## config.mk

```make
export PLATFORM = sky130hd
export DESIGN_NAME = timer_request_sequencer_flat
export DESIGN_NICKNAME = d
export VERILOG_FILES = /design/src/rtl/timer_request_sequencer_if.sv /design/src/rtl/timer_request_sequencer.sv /design/src/flat_wrapper.sv
export SDC_FILE = /design/constraint.sdc
export NUM_CORES = 1
export LEC_CHECK = 0
export BUFFER_PORTS_ARGS = -buffer_cell sky130_fd_sc_hd__buf_4
export CAP_MARGIN = 40
export CORE_ASPECT_RATIO = 2
export CORE_MARGIN = 8
export CORE_UTILIZATION = 60
export DETAILED_ROUTE_END_ITERATION = 12
export GPL_ROUTABILITY_DRIVEN = 0
export PLACE_DENSITY_LB_ADDON = 0.25
export SKIP_LAST_GASP = 1
export SYNTH_ARGS = -nofsm -noshare
export SYNTH_HDL_FRONTEND = slang
export SYNTH_SLANG_ARGS = --single-unit
```

## constraint.sdc

```tcl
create_clock -name clk -period 5.75 [get_ports clk]
set_clock_uncertainty 0.2 [all_clocks]
set_input_delay 0.2875 -clock clk [delete_from_list [all_inputs] [get_ports clk]]
set_output_delay 0.2875 -clock clk [all_outputs]
set_load 0.01 [all_outputs]
```

## src/rtl/timer_request_sequencer_if.sv

```systemverilog
// Request, counter and status signals of timer_request_sequencer.
// The slave modport is the sequencer's side of the bus.
interface timer_request_sequencer_if #(
  parameter int DEPTH = 4
);
  logic                   req_valid;
  logic                   req_ready;
  logic [1:0]             req_mult;
  logic [3:0]             req_reps;
  logic                   tr;
  logic [1:0]             multiplier;
  logic                   cf;
  logic                   busy;
  logic                   done;
  logic [1:0]             done_mult;
  logic [$clog2(DEPTH):0] fifo_level;
  logic                   timeout_err;

  modport slave (
    input  req_valid, req_mult, req_reps, cf,
    output req_ready, tr, multiplier, busy, done, done_mult, fifo_level, timeout_err
  );

  modport master (
    output req_valid, req_mult, req_reps, cf,
    input  req_ready, tr, multiplier, busy, done, done_mult, fifo_level, timeout_err
  );
endinterface

```

## src/rtl/timer_request_sequencer.sv

```systemverilog
// Queues timer requests and replays each one as tr pulses into the cf/tr run counter.
// Optional WAIT_END watchdog: define TIMER_REQUEST_SEQUENCER_WATCHDOG_EN.
module timer_request_sequencer #(
  parameter int DEPTH  = 4,
  parameter int TVALUE = 4
) (
  input  logic                          clk,
  input  logic                          reset,
  timer_request_sequencer_if.slave      bus
);
  localparam int AW = $clog2(DEPTH);
  localparam logic [AW:0] FULL_LVL = (AW+1)'(DEPTH);

  if (DEPTH < 2 || (DEPTH & (DEPTH - 1)) != 0 || TVALUE < 1) begin : g_bad_param
    $error("timer_request_sequencer: DEPTH must be a power of 2 >= 2 and TVALUE >= 1");
  end

  typedef struct packed {
    logic [1:0] mult;
    logic [3:0] reps;
  } req_t;

  typedef enum logic [1:0] {IDLE, ISSUE, ARM, WAIT_END} state_t;

  req_t          mem [DEPTH];
  logic [AW-1:0] wr_ptr, rd_ptr;
  logic [AW:0]   level;
  logic          full, empty, push, pop;

  state_t        state, state_nxt;
  logic [1:0]    mult_q;
  logic [3:0]    remaining;
  logic          done_q;
  logic [1:0]    done_mult_q;
  logic          run_done, last_done, wd_fire;

  assign full  = (level == FULL_LVL);
  assign empty = (level == '0);
  // Acceptance depends on the current level only, so a same-cycle pop never frees a full FIFO.
  assign push  = bus.req_valid && !full;

  always_ff @(posedge clk) begin
    if (push) mem[wr_ptr] <= '{mult: bus.req_mult, reps: bus.req_reps};
  end

  always_ff @(posedge clk) begin
    if (reset) begin
      wr_ptr <= '0;
      rd_ptr <= '0;
      level  <= '0;
    end else begin
      if (push) wr_ptr <= wr_ptr + 1'b1;
      if (pop)  rd_ptr <= rd_ptr + 1'b1;
      if (push && !pop)      level <= level + 1'b1;
      else if (pop && !push) level <= level - 1'b1;
    end
  end

`ifdef TIMER_REQUEST_SEQUENCER_WATCHDOG_EN
  localparam logic [31:0] WD_LIMIT = 32'(8 * TVALUE);
  logic [31:0] wd_cnt;
  logic        timeout_q;
  // wd_cnt holds the number of WAIT_END cycles already spent before the current one.
  always_ff @(posedge clk) begin
    if (reset) begin
      wd_cnt    <= '0;
      timeout_q <= 1'b0;
    end else begin
      if (state == ARM && !bus.cf)  wd_cnt <= '0;
      else if (state == WAIT_END)   wd_cnt <= wd_cnt + 32'd1;
      if (wd_fire) timeout_q <= 1'b1;
    end
  end
  assign bus.timeout_err = timeout_q;
`else
  assign bus.timeout_err = 1'b0;
`endif

  always_ff @(posedge clk) begin
    if (reset) state <= IDLE;
    else       state <= state_nxt;
  end

  always_comb begin
    state_nxt = state;
    pop       = 1'b0;
    run_done  = 1'b0;
    wd_fire   = 1'b0;
    case (state)
      IDLE:     if (!empty && bus.cf) begin
                  pop       = 1'b1;
                  state_nxt = ISSUE;
                end
      ISSUE:    state_nxt = ARM;
      // cf already high right after the tr edge means a zero-length run.
      ARM:      if (bus.cf) run_done = 1'b1;
                else        state_nxt = WAIT_END;
      WAIT_END: begin
                  if (bus.cf) run_done = 1'b1;
`ifdef TIMER_REQUEST_SEQUENCER_WATCHDOG_EN
                  else if (wd_cnt >= WD_LIMIT) wd_fire = 1'b1;
`endif
                end
      default:  state_nxt = IDLE;
    endcase
    if (run_done) state_nxt = (remaining == '0) ? IDLE : ISSUE;
    if (wd_fire)  state_nxt = IDLE;
  end

  assign last_done = (run_done && remaining == '0) || wd_fire;

  always_ff @(posedge clk) begin
    if (reset) begin
      mult_q      <= '0;
      remaining   <= '0;
      done_q      <= 1'b0;
      done_mult_q <= '0;
    end else begin
      if (pop) begin
        mult_q    <= mem[rd_ptr].mult;
        remaining <= mem[rd_ptr].reps;
      end else if (wd_fire) begin
        remaining <= '0;
      end else if (run_done && remaining != '0) begin
        remaining <= remaining - 4'd1;
      end
      done_q <= last_done;
      if (last_done) done_mult_q <= mult_q;
    end
  end

  assign bus.req_ready  = !full;
  assign bus.tr         = (state == ISSUE);
  assign bus.multiplier = mult_q;
  assign bus.busy       = (state != IDLE);
  assign bus.done       = done_q;
  assign bus.done_mult  = done_mult_q;
  assign bus.fifo_level = level;
endmodule

```

## src/flat_wrapper.sv

```systemverilog
// flat-port wrapper written by rule: the top's interface ports become plain ports
module timer_request_sequencer_flat 
#(
  parameter int DEPTH  = 4,
  parameter int TVALUE = 4
)
  (clk, reset, bus_req_valid, bus_req_mult, bus_req_reps, bus_cf, bus_req_ready, bus_tr, bus_multiplier, bus_busy, bus_done, bus_done_mult, bus_fifo_level, bus_timeout_err);
  timer_request_sequencer_if #(.DEPTH(DEPTH)) bus_i ();
  input  logic clk;
  input  logic reset;
  input wire logic [$bits(bus_i.req_valid)-1:0] bus_req_valid;
  input wire logic [$bits(bus_i.req_mult)-1:0] bus_req_mult;
  input wire logic [$bits(bus_i.req_reps)-1:0] bus_req_reps;
  input wire logic [$bits(bus_i.cf)-1:0] bus_cf;
  output wire logic [$bits(bus_i.req_ready)-1:0] bus_req_ready;
  output wire logic [$bits(bus_i.tr)-1:0] bus_tr;
  output wire logic [$bits(bus_i.multiplier)-1:0] bus_multiplier;
  output wire logic [$bits(bus_i.busy)-1:0] bus_busy;
  output wire logic [$bits(bus_i.done)-1:0] bus_done;
  output wire logic [$bits(bus_i.done_mult)-1:0] bus_done_mult;
  output wire logic [$bits(bus_i.fifo_level)-1:0] bus_fifo_level;
  output wire logic [$bits(bus_i.timeout_err)-1:0] bus_timeout_err;
  assign bus_i.req_valid = bus_req_valid;
  assign bus_i.req_mult = bus_req_mult;
  assign bus_i.req_reps = bus_req_reps;
  assign bus_i.cf = bus_cf;
  assign bus_req_ready = bus_i.req_ready;
  assign bus_tr = bus_i.tr;
  assign bus_multiplier = bus_i.multiplier;
  assign bus_busy = bus_i.busy;
  assign bus_done = bus_i.done;
  assign bus_done_mult = bus_i.done_mult;
  assign bus_fifo_level = bus_i.fifo_level;
  assign bus_timeout_err = bus_i.timeout_err;
  timer_request_sequencer #(.DEPTH(DEPTH), .TVALUE(TVALUE)) u_core (.clk(clk), .reset(reset), .bus(bus_i));
endmodule
```

* Yosys cells after proc, flatten, opt, wreduce, memory -nomap -nowiden *
Memories as Yosys holds them, arrays and structs flattened. A register that Yosys moved wholly into a read port is not among the register bits.
Index checks and enable logic that the tools add are counted.

storage, ports and cells
  bits in writable memories = 24
  bits of input ports = 10
  output and inout port bits = 12
  logic and storage cells = 57
  register bits after elaboration = 18
  memories = 1

memories
  memory      depth  width  rd ports  clocked after memory_dff  wr ports  line                           text
  u_core.mem  4      6      1         1                         1         timer_request_sequencer.sv:25  req_t mem [DEPTH];

operators by class
  reductions and logical operators = 20
  eq/ne operators = 6
  multiplexer cells = 17
  $add $sub $neg = 5

operators with widths
  kind                                               number
  2-to-1 mux 2 bit                                   5
  2-to-1 mux 4 bit                                   2
  nonzero test 4 bit                                 2
  2-to-1 mux 1 bit                                   7
  logical AND 1 bit                                  6
  2-to-1 mux 3 bit                                   2
  one-hot mux 2 bit (3 select lines)                 1
  nonzero test 2 bit                                 3
  adder 2 x 1 -> 2 bit (second input constant)       2
  == test 2 bit (second input constant)              2
  logical NOT 1 bit                                  4
  logical NOT 4 bit                                  1
  subtractor 4 x 1 -> 4 bit (second input constant)  1
  adder 3 x 1 -> 3 bit (second input constant)       1
  == test 3 bit (second input constant)              1
  logical NOT 3 bit                                  1
  != test 3 x 1 -> 1 bit (second input constant)     1
  != test 3 x 2 -> 1 bit (second input constant)     1
  AND reduction 3 bit                                1
  subtractor 3 x 1 -> 3 bit (second input constant)  1
  == test 2 x 1 -> 1 bit (second input constant)     1
  logical NOT 2 bit                                  1
  OR reduction 2 bit                                 1

* Longest topological paths before layout *
Gate-level depths: netlist of run 1.

  depth in word-level cells = 8
  depth in mapped cells = 11
  depth with buffers taken out = 10

* Least setup slack after synthesis of run 1 *
No wires, ideal clock.

  kind = register to register
  start point = register u_core.state[0]
  end point = register u_core.level[2] (netlist: u_core.bus.fifo_level[2])
  stages on the path, launching flop included = 12
  arrival time = 2.154 ns
  clock period less this slack = 2.425 ns
  data required time = 5.479 ns
  setup slack = 3.325 ns
  library setup time = 0.071 ns
  cells stage by stage = dfxtp_1 -> inv_1 -> ha_1 -> o311a_1 -> buf_6 -> clkinv_4 -> ha_1 -> inv_1 -> fa_1 -> xor2_1 -> or3_1 -> a21oi_1

on the way
  longest elaborated chain between the ends = 5
  elaborated cells on any way between the ends = 7

RTL lines
  element                                                        line                           text
  from (decl)                                                    timer_request_sequencer.sv:30  state_t state, state_nxt;
  from (signal assigned)                                         timer_request_sequencer.sv:81  else state <= state_nxt;
  logical NOT 2 bit (*)                                          timer_request_sequencer.sv:89  case (state)
  2-to-1 mux 1 bit (*)                                           timer_request_sequencer.sv:89
  logical NOT 1 bit                                              timer_request_sequencer.sv:54  if (push && !pop) level <= level + 1'b1;
  logical AND 1 bit                                              timer_request_sequencer.sv:54
  2-to-1 mux 3 bit / nonzero test 2 bit (equally long branches)  --
  to (signal assigned)                                           timer_request_sequencer.sv:54
  to (signal assigned)                                           timer_request_sequencer.sv:55  else if (pop && !push) level <= level - 1'b1;
  to (decl)                                                      timer_request_sequencer.sv:27  logic [AW:0] level;

Mark *: on every way between the ends. The rest lies on a longest branch, timed or not.
A chain may end at the register's enable or synchronous reset.

* Worst setup path after layout of run 1 *
Ends and elaborated chain as after synthesis.

==> results.yml, run 1 <==
floorplan:
  rows: 29
  pin_count: 22
  initial_core_util_pct: 62.3
  fp.dieH_um: 96.9
  die_x_um: 56.5
  dieArea_um2: 5470
  core_um2: 3160
pwr:
  p_leak_nw: 0.892
  peakVddDrop_uv: 307
  power_mw: 1.08
  power_density_nw_per_um2: 475
clock_tree:
  clkTransAtPathRegs_ps: 80
  htree_levels: 2
  cts.sinks: 44
  cts_buffers: 5
  cts.path.max_buffers: 2
  cts-root-buf: "clkbuf_8"
  cts_tree: "built"
  worstSkewPairLatency_ps: 290
  post_cts_buffers: 0
synthesis:
  synth_common_cells: "edfxtp_1, dfxtp_1, nor2_1"
  yosysTopAreaCell: "edfxtp_1"
  seq_area_frac_synth_pct: 57.0
  synth_compound_area_share_pct: 9.48
  synthXorXnorAreaFrac_pct: 2.67
  ys_types: 38
  yosys_warnings: 0
  synth_fa_ha_area_share_pct: 8.66
  synth_edf_count: 24
  synth.top_cell.area_share_pct: 36.7
  synthesis.nets: 175
  ys_seq_elements: 44
  syn_area_um2: 1970
  syn_avg_cell_area_um2: 12.9
  synth_top_family_by_area: "compound AO/OA/AOI/OAI gates"
  synth_area_leaders: "edfxtp_1, dfxtp_1, ha_1"
  synth_mux_area_share_pct: 9.42
  ys.flop_type: "edfxtp_1"
  yosys.area_share.simple_pct: 8.59
  yosysMostFrequentCell: "edfxtp_1"
  syn_inst: 152
  async_reset_ff_share_pct: 0
drt:
  drc: 0
  detail_route.wirelength_mm: 3.36
  vias: 1207
  dr.pass1.iters: 4
  wl_per_cell_um: 15.8
  postRouteAntennaNets: 0
  vias_per_cell: 5.69
  first_iter_violations: 25
critical_path:
  crit_path_max_incr_delay_ps: 430
  slowest_stage: "dfxtp_1"
  worstPathMaxFanout: 8
  end_kind: "flip-flop"
  start_kind: "flip-flop"
  cp.required_ps: 5770
  crit_chain: "inv_1 > ha_1 > o311a_1 > clkinv_4 > ha_1 > inv_1 > fa_1 > xor2_1 > or3_1 > a21oi_1"
  cpLargestDelayFamily: "adder cells"
  worst-path-buf-inv: 3
  cp.arrival_ps: 2680
  critical_path_class: "flip-flop to flip-flop"
sta:
  finalSetupViolCount: 0
  fmax_mhz: 376
  fin_worst_hold_slack_ps: 97.7
  rsz0062_at_grt: "no"
  tns_ps: 0
  finalHoldViolCount: 0
  setup_ws_ps: 3090
  fin_crit_ps: 2660
  finalMaxSlewViolations: 0
  final.period_utilization_pct: 46.2
placement:
  port_buffers: 20
  hpwlAfterDp_mm: 2.61
  placed_area_um2: 2120
  place_ws_ps: 3110
  dp_cells: 198
global_route:
  grt_pass1_vias: 1305
  antenna_found_initial: 0
  grt_overflow_total: 0
  track_usage_pct: 12.4
  grt_max_degree: 20
  grt_first_pass_wirelength_mm: 5.53
final_layout:
  drive_gt1_share_pct: 22.7
  final_cells: 212
  fillers: 223
  antenna_cells: 0
  layout.nets: 203
  syn_to_final_growth_pct: 15.8
  design_area_um2: 2280
  final_core_util_pct: 72.1
run_status:
  status: "complete, no violations"
run:
  max-cap-violations: 0
worst_hold_path:
  hold_path.class: "primary input to flip-flop"
==> cell usage in the layout, fill, tap and decap left out, types with 4 or more instances in the layout <==
master,instances
edfxtp_1,24
mux2i_1,5
and2_1,4
a21oi_1,8
nand3_1,4
mux4_2,6
clkbuf_8,5
dfxtp_1,20
nand2_1,8
ha_1,12
dlygate4sd3_1,6
nor2_1,17
buf_4,20
inv_1,10
==> path summary, 6_finish.rpt <==
path	to	from	cells past startpoint	slack, ps
setup / recovery	u_core.bus.fifo_level[2]	u_core.state[0]	10	3090
hold / removal	u_core.remaining[1]	reset	2	100
setup reg to reg	u_core.bus.fifo_level[2]	u_core.state[0]	10	3090
hold reg to reg	u_core.bus.done_mult[1]	u_core.bus.done_mult[1]	2	280
==> sequential cells by signal, summed over array words and instances (netlist names), named ones only <==
register               cells
u_core.bus.done            1
u_core.bus.done_mult       2
u_core.bus.fifo_level      3
u_core.bus.multiplier      2
u_core.mem                24
u_core.rd_ptr              2
u_core.remaining           4
u_core.state               2
u_core.wr_ptr              2
==> logic make-up after synthesis <==
group / Yosys count
mux: 11
other cells: 1
simple gates: 36
flops: 44
compound gates: 25
fa+ha+maj: 13
xor+xnor: 6
buf+inv: 16
==> final cells by class <==
type	instances	area, um2	area share, %
inverter	11	46.3	2.03
timing repair buffer	26	210	9.24
clock inverter	3	23.8	1.04
clock buffer	5	68.8	3.02
sequential	44	1120	49.3
multi-input combinational	92	767	33.7
tap	31	38.8	1.70
==> per-layer routing <==
metal	vias up	wire length (um)	global-route usage [%]
met4	0	83	5.21
met2	25	1960	24.0
li1	596	-	-
met1	575	1160	10.4
met3	11	153	4.32
met5	-	0	0
==> where the power goes <==
part	internal (mW)	leakage [nW]	switching (mW)
clock	0.0859	0.0404	0.103
combinational	0.206	0.468	0.222
sequential	0.397	0.384	0.0667
==> repair_timing <==
item / CTS / global route
endpoints found under the hold margin: 24 / 0
gates resized for setup: 0 / 0
hold buffers: 6 / 0
Power figures use the tool's default switching activity.
==> run 2, diff against run 1 <==
CORE_UTILIZATION = 51   (was 60)
clock period = 2.2 ns   (was 5.75 ns; I/O delays follow)
==> run 2 against run 1 <==
- register-to-register slack got worse by 3100 ps
- design area rose by 9.3%
- routed wire length rose by 11%
- first-iteration DRC count fell by 36%
- global-route usage rose by 0.95 points
- hold slack got worse by 1.6 ps
- critical path type unchanged
- maximum frequency rose by 21%
- largest cell class unchanged
- critical endpoint unchanged
- sequential cell count did not move
- via count rose by 4.3%
- sequential share of layout area fell by 3.9 points
- utilization fell by 6.0 points
==> results.yml, run 2 (synthesis gave the netlist of run 1 again) <==
run_status:
  status: "complete, no violations"
floorplan:
  initial_core_util_pct: 52.2
  rows: 32
  dieArea_um2: 6220
  fp.dieH_um: 104
  pin_count: 22
  core_um2: 3760
  die_x_um: 59.9
clock_tree:
  cts.sinks: 44
  cts_tree: "built"
  worstSkewPairLatency_ps: 290
  htree_levels: 2
  cts_buffers: 5
  clkTransAtPathRegs_ps: 80
  cts-root-buf: "clkbuf_8"
  cts.path.max_buffers: 2
critical_path:
  worst-path-buf-inv: 2
  slowest_stage: "o311a_4"
  start_kind: "flip-flop"
  cp.arrival_ps: 2220
  critical_path_class: "flip-flop to flip-flop"
  worstPathMaxFanout: 2
  crit_path_max_incr_delay_ps: 410
  cpLargestDelayFamily: "compound AO/OA/AOI/OAI gates"
  cp.required_ps: 2220
  end_kind: "flip-flop"
  crit_chain: "o311a_4 > clkinv_8 > ha_4 > inv_1 > fa_2 > xor2_1 > or3_1 > a21oi_2"
drt:
  highest_layer: "met4"
  dr.pass1.iters: 4
  postRouteAntennaNets: 0
  vias: 1259
  wl_per_cell_um: 15.3
  first_iter_violations: 16
  detail_route.wirelength_mm: 3.74
  wl_met3_um: 140
  wl_met1_mm: 1.48
  vias_per_cell: 5.16
  drc: 0
  met2WireLength_mm: 2.06
placement:
  port_buffers: 20
  hpwlAfterDp_mm: 2.61
  placed_area_um2: 2250
sta:
  fmax_mhz: 455
  fin_crit_ps: 2200
  fin_worst_hold_slack_ps: 96.1
  finalSetupViolCount: 0
  finalHoldViolCount: 0
  finalMaxSlewViolations: 0
  rsz0062_at_grt: "yes"
  final.period_utilization_pct: 99.8
global_route:
  grt_max_degree: 20
  grt_first_pass_wirelength_mm: 6.30
  antenna_found_initial: 0
  track_usage_pct: 13.3
  grt_overflow_total: 0
  grt_pass1_vias: 1339
pwr:
  power_mw: 3.21
  p_leak_nw: 0.978
  power_density_nw_per_um2: 1290
  peakVddDrop_uv: 950
final_layout:
  mostFrequentLayoutCells: "buf_4, edfxtp_1, nor2_1"
  layout.nets: 215
  largest_reg_flops: 24
  drive_gt1_share_pct: 33.2
  syn_to_final_growth_pct: 26.6
  largest-register: "u_core.mem"
  design_area_um2: 2490
  antenna_cells: 0
  layout_commonest_cell: "buf_4"
run:
  max-cap-violations: 0
worst_hold_path:
  hold_path.class: "primary input to flip-flop"
[run 2: cell count changes in the layout (fill, tap and decap cells not counted), sizes merged]
cell         before  now
clkbuf            5    6
buf              20   31
dlygate4sd3       6    7
clkinvlp          2    0
bufinv            0    1
[run 2: path summary, 6_finish.rpt]
kind,start,to,slack (ps),cells past startpoint
setup reg to reg,u_core.bus.fifo_level[1],u_core.bus.fifo_level[2],4,8
hold reg to reg,u_core.bus.done_mult[1],u_core.bus.done_mult[1],280,2
setup / recovery,u_core.bus.fifo_level[1],u_core.bus.fifo_level[2],4,8
hold / removal,bus_cf,u_core.state[0],100,4
[run 2: final cells by class]
class                      instances  area [um2]
inverter                          11        53.8
fill                             317        1270
multi-input combinational         92         810
sequential                        44        1130
clock buffer                       6        82.6
clock inverter                     2        38.8
timing repair buffer              38         310
tap                               51        63.8
[run 2: what timing repair did]
action,CTS,global route
endpoints found under the setup margin,1,1
resized for setup,1,3
hold buffers,7,0
endpoints found under the hold margin,44,0
pin swaps,2,2
buffers inserted,1,2
[run 2: worst reg2reg max path, cell delays in order, from the launching register on]
cell	delay, ps
dfxtp_4	350
o311a_4	410
clkinv_8	60
ha_4	120
inv_1	50
fa_2	330
xor2_1	150
or3_1	340
a21oi_2	140
[run 2: per-layer routing]
layer,up-vias,track usage (%)
li1,620,-
met1,613,14.4
met2,22,22.7
met3,4,3.97
met4,0,5.68
met5,-,0
[run 2: report_power, final]
part	internal (mW)	total, mW	switching (mW)
logic	0.702	1.38	0.683
clock network	0.371	0.635	0.264
registers	1.05	1.19	0.135
[run 2: metrics by stage]
step	utilization [%]	std cells	TNS (ps)	setup slack, ps
final	66.1	244	0	4.42
after global routing	66.1	244	-46.6	-46.6
after CTS	65.4	242	0	4.72
after detailed placement	59.8	226	0	5.01
after global placement	59.8	226	0	60.1
after floorplan	-	152	-7.73	-7.73
==> run 3, diff against run 2 <==
ABC_AREA = 1   (was default)
CORE_UTILIZATION = 52   (was 51)
==> run 3 against run 2 <==
- routed wire length grew 4.3%
- sequential power is essentially flat
- non-clock buffer count shrank 5
- die area grew 4.8%
- design area grew 0.80%
- first-iteration DRC count grew to 3.2 times the previous value
- clock power shrank 25%
- maximum frequency grew 5.8%
- setup slack gained 120 ps
==> results.yml, run 3 <==
clock_tree:
  cts.sinks: 44
  cts_tree: "built"
  cts.path.max_buffers: 2
  cts-root-buf: "clkbuf_8"
  post_cts_buffers: 0
  clkTransAtPathRegs_ps: 80
  cts_buffers: 5
  htree_levels: 2
  worstSkewPairLatency_ps: 280
floorplan:
  core_um2: 4010
  dieArea_um2: 6520
  rows: 33
  die_x_um: 61.2
  fp.dieH_um: 106
  initial_core_util_pct: 53.1
  pin_count: 22
placement:
  hpwlAfterDp_mm: 2.86
  port_buffers: 20
  dp_cells: 313
synthesis:
  yosysTopAreaCell: "edfxtp_1"
  async_reset_ff_share_pct: 0
  synthesis.nets: 263
  synth_edf_count: 24
  synth_common_cells: "nand2_1, inv_1, edfxtp_1, nor2_1, dfxtp_1"
  syn_avg_cell_area_um2: 8.86
  syn_inst: 240
  ys_types: 23
  synth_area_leaders: "edfxtp_1, dfxtp_1, nand2_1"
  yosys_warnings: 0
  seq_area_frac_synth_pct: 52.7
  ys.flop_type: "edfxtp_1"
  synth.top_cell.area_share_pct: 33.9
  ys_seq_elements: 44
  yosysMostFrequentCell: "nand2_1"
  syn_area_um2: 2130
critical_path:
  r2r_slack_ps: 120
  end_kind: "flip-flop"
  slowest_stage: "fa_1"
  start_kind: "flip-flop"
  crit_path_max_incr_delay_ps: 410
  cp.required_ps: 2180
  crit_chain: "inv_1 > ha_2 > nand3_2 > ha_1 > inv_1 > fa_1 > a21oi_2 > o21ai_1 > o21ai_1 > a21oi_1"
  worstPathMaxFanout: 5
  critical_path_class: "flip-flop to flip-flop"
  cp.arrival_ps: 2050
drt:
  postRouteAntennaNets: 0
  wl_per_cell_um: 11.9
  vias_per_cell: 4.77
  dr.pass1.iters: 4
  vias: 1566
  detail_route.wirelength_mm: 3.90
  first_iter_violations: 51
  drc: 0
sta:
  tns_ps: 0
  final.period_utilization_pct: 94.4
  rsz0062_at_grt: "no"
  fin_worst_hold_slack_ps: 70.1
  finalMaxSlewViolations: 0
  fmax_mhz: 482
  fin_crit_ps: 2080
  finalSetupViolCount: 0
  finalHoldViolCount: 0
final_layout:
  final_cells: 328
  antenna_cells: 0
  mostFrequentLayoutCells: "nand2_1, inv_1, buf_4"
  layout_commonest_cell: "nand2_1"
  largest-register: "u_core.mem"
  syn_to_final_growth_pct: 17.9
  drive_gt1_share_pct: 19.9
  largest_reg_flops: 24
  layout.nets: 298
run:
  max-cap-violations: 0
pwr:
  power_density_nw_per_um2: 1170
  peakVddDrop_uv: 966
  p_leak_nw: 1.17
  power_mw: 2.92
global_route:
  grt_overflow_total: 0
  antenna_found_initial: 0
  grt_first_pass_wirelength_mm: 6.70
  grt_max_degree: 15
  grt_pass1_vias: 1599
  track_usage_pct: 13.2
worst_hold_path:
  hold_path.class: "primary input to flip-flop"
run_status:
  status: "complete, no violations"
[run 3: cell types whose count changed after synthesis, sizes merged, moves of 2 or more]
cell / change
a211oi: -4
and2: -4
clkinv: +2
inv: +30
mux2i: -5
mux4: -6
nand2: +45
nand3: +18
nor2: +11
nor3: +2
o21ai: +12
xnor2: -3
[run 3: layout make-up]
class	instances	area, um2
fillers	356	1500
flip-flops and latches	44	1130
multi-input cells	148	806
repair buffers	33	265
inverters	43	161
clock buffers	6	72.6
well taps	52	65.1
clock inverters	2	12.5
[run 3: critical path, delay by kind of cell (launching register included)]
kind / cells / cell delay [ps]
adders and majority gates: 3 / 760
buffers and inverters: 2 / 160
and+or+nand+nor: 1 / 80
DFF: 1 / 370
AOI/OAI and AO/OA: 4 / 390
[run 3: cells by family (layout without fill, tap and decap cells)]
kind of cell	after synthesis	after routing	share of synthesized area, %
flip-flops	44	44	52.7
AO/OA/AOI/OAI	25	25	5.88
other	1	1	0.176
AND/OR/NAND/NOR	106	106	22.3
buffers and inverters	48	84	9.71
XOR/XNOR	3	3	1.24
adder cells (fa/ha/maj)	13	13	8.00
[run 3: power breakdown]
group | total (mW) | leakage (nW) | switching [mW] | internal, mW
registers | 1.19 | 0.385 | 0.137 | 1.05
clock network | 0.478 | 0.0412 | 0.256 | 0.222
logic | 1.26 | 0.747 | 0.760 | 0.498
[run 3: routing by layer]
layer	GRT usage (%)	routed length (um)	share of wire [%]
met1	14.8	1670	43
met2	22.8	2060	53
met3	3.63	123	3.2
met4	4.20	46	1.2
met5	0	0	0
[run 3: path summary, 6_finish.rpt]
path                                               start                       end  cells past startpoint
worst max register to register           u_core.state[0]  u_core.bus.fifo_level[2]                     10
worst min register to register  u_core.bus.fifo_level[2]  u_core.bus.fifo_level[2]                      2
worst max-delay path                     u_core.state[0]  u_core.bus.fifo_level[2]                     10
worst min-delay path                       bus_req_valid          u_core.wr_ptr[0]                      4
[run 3: per-stage QoR]
step                area [um2]  util [%]  setup WS [ps]
global route              2510      62.6           4.72
detailed placement        2340      58.5           35.3
global placement          2340      58.5           99.9
floorplan                 2130         -           9.28
CTS                       2500      62.4           24.9
finish                    2510      62.6            124
[run 3: repair_timing]
action / in CTS / in global routing
gates resized for setup: 0 / 6
hold buffers: 7 / 0
hold endpoints to repair: 31 / 0
endpoints found under the setup margin: 0 / 1
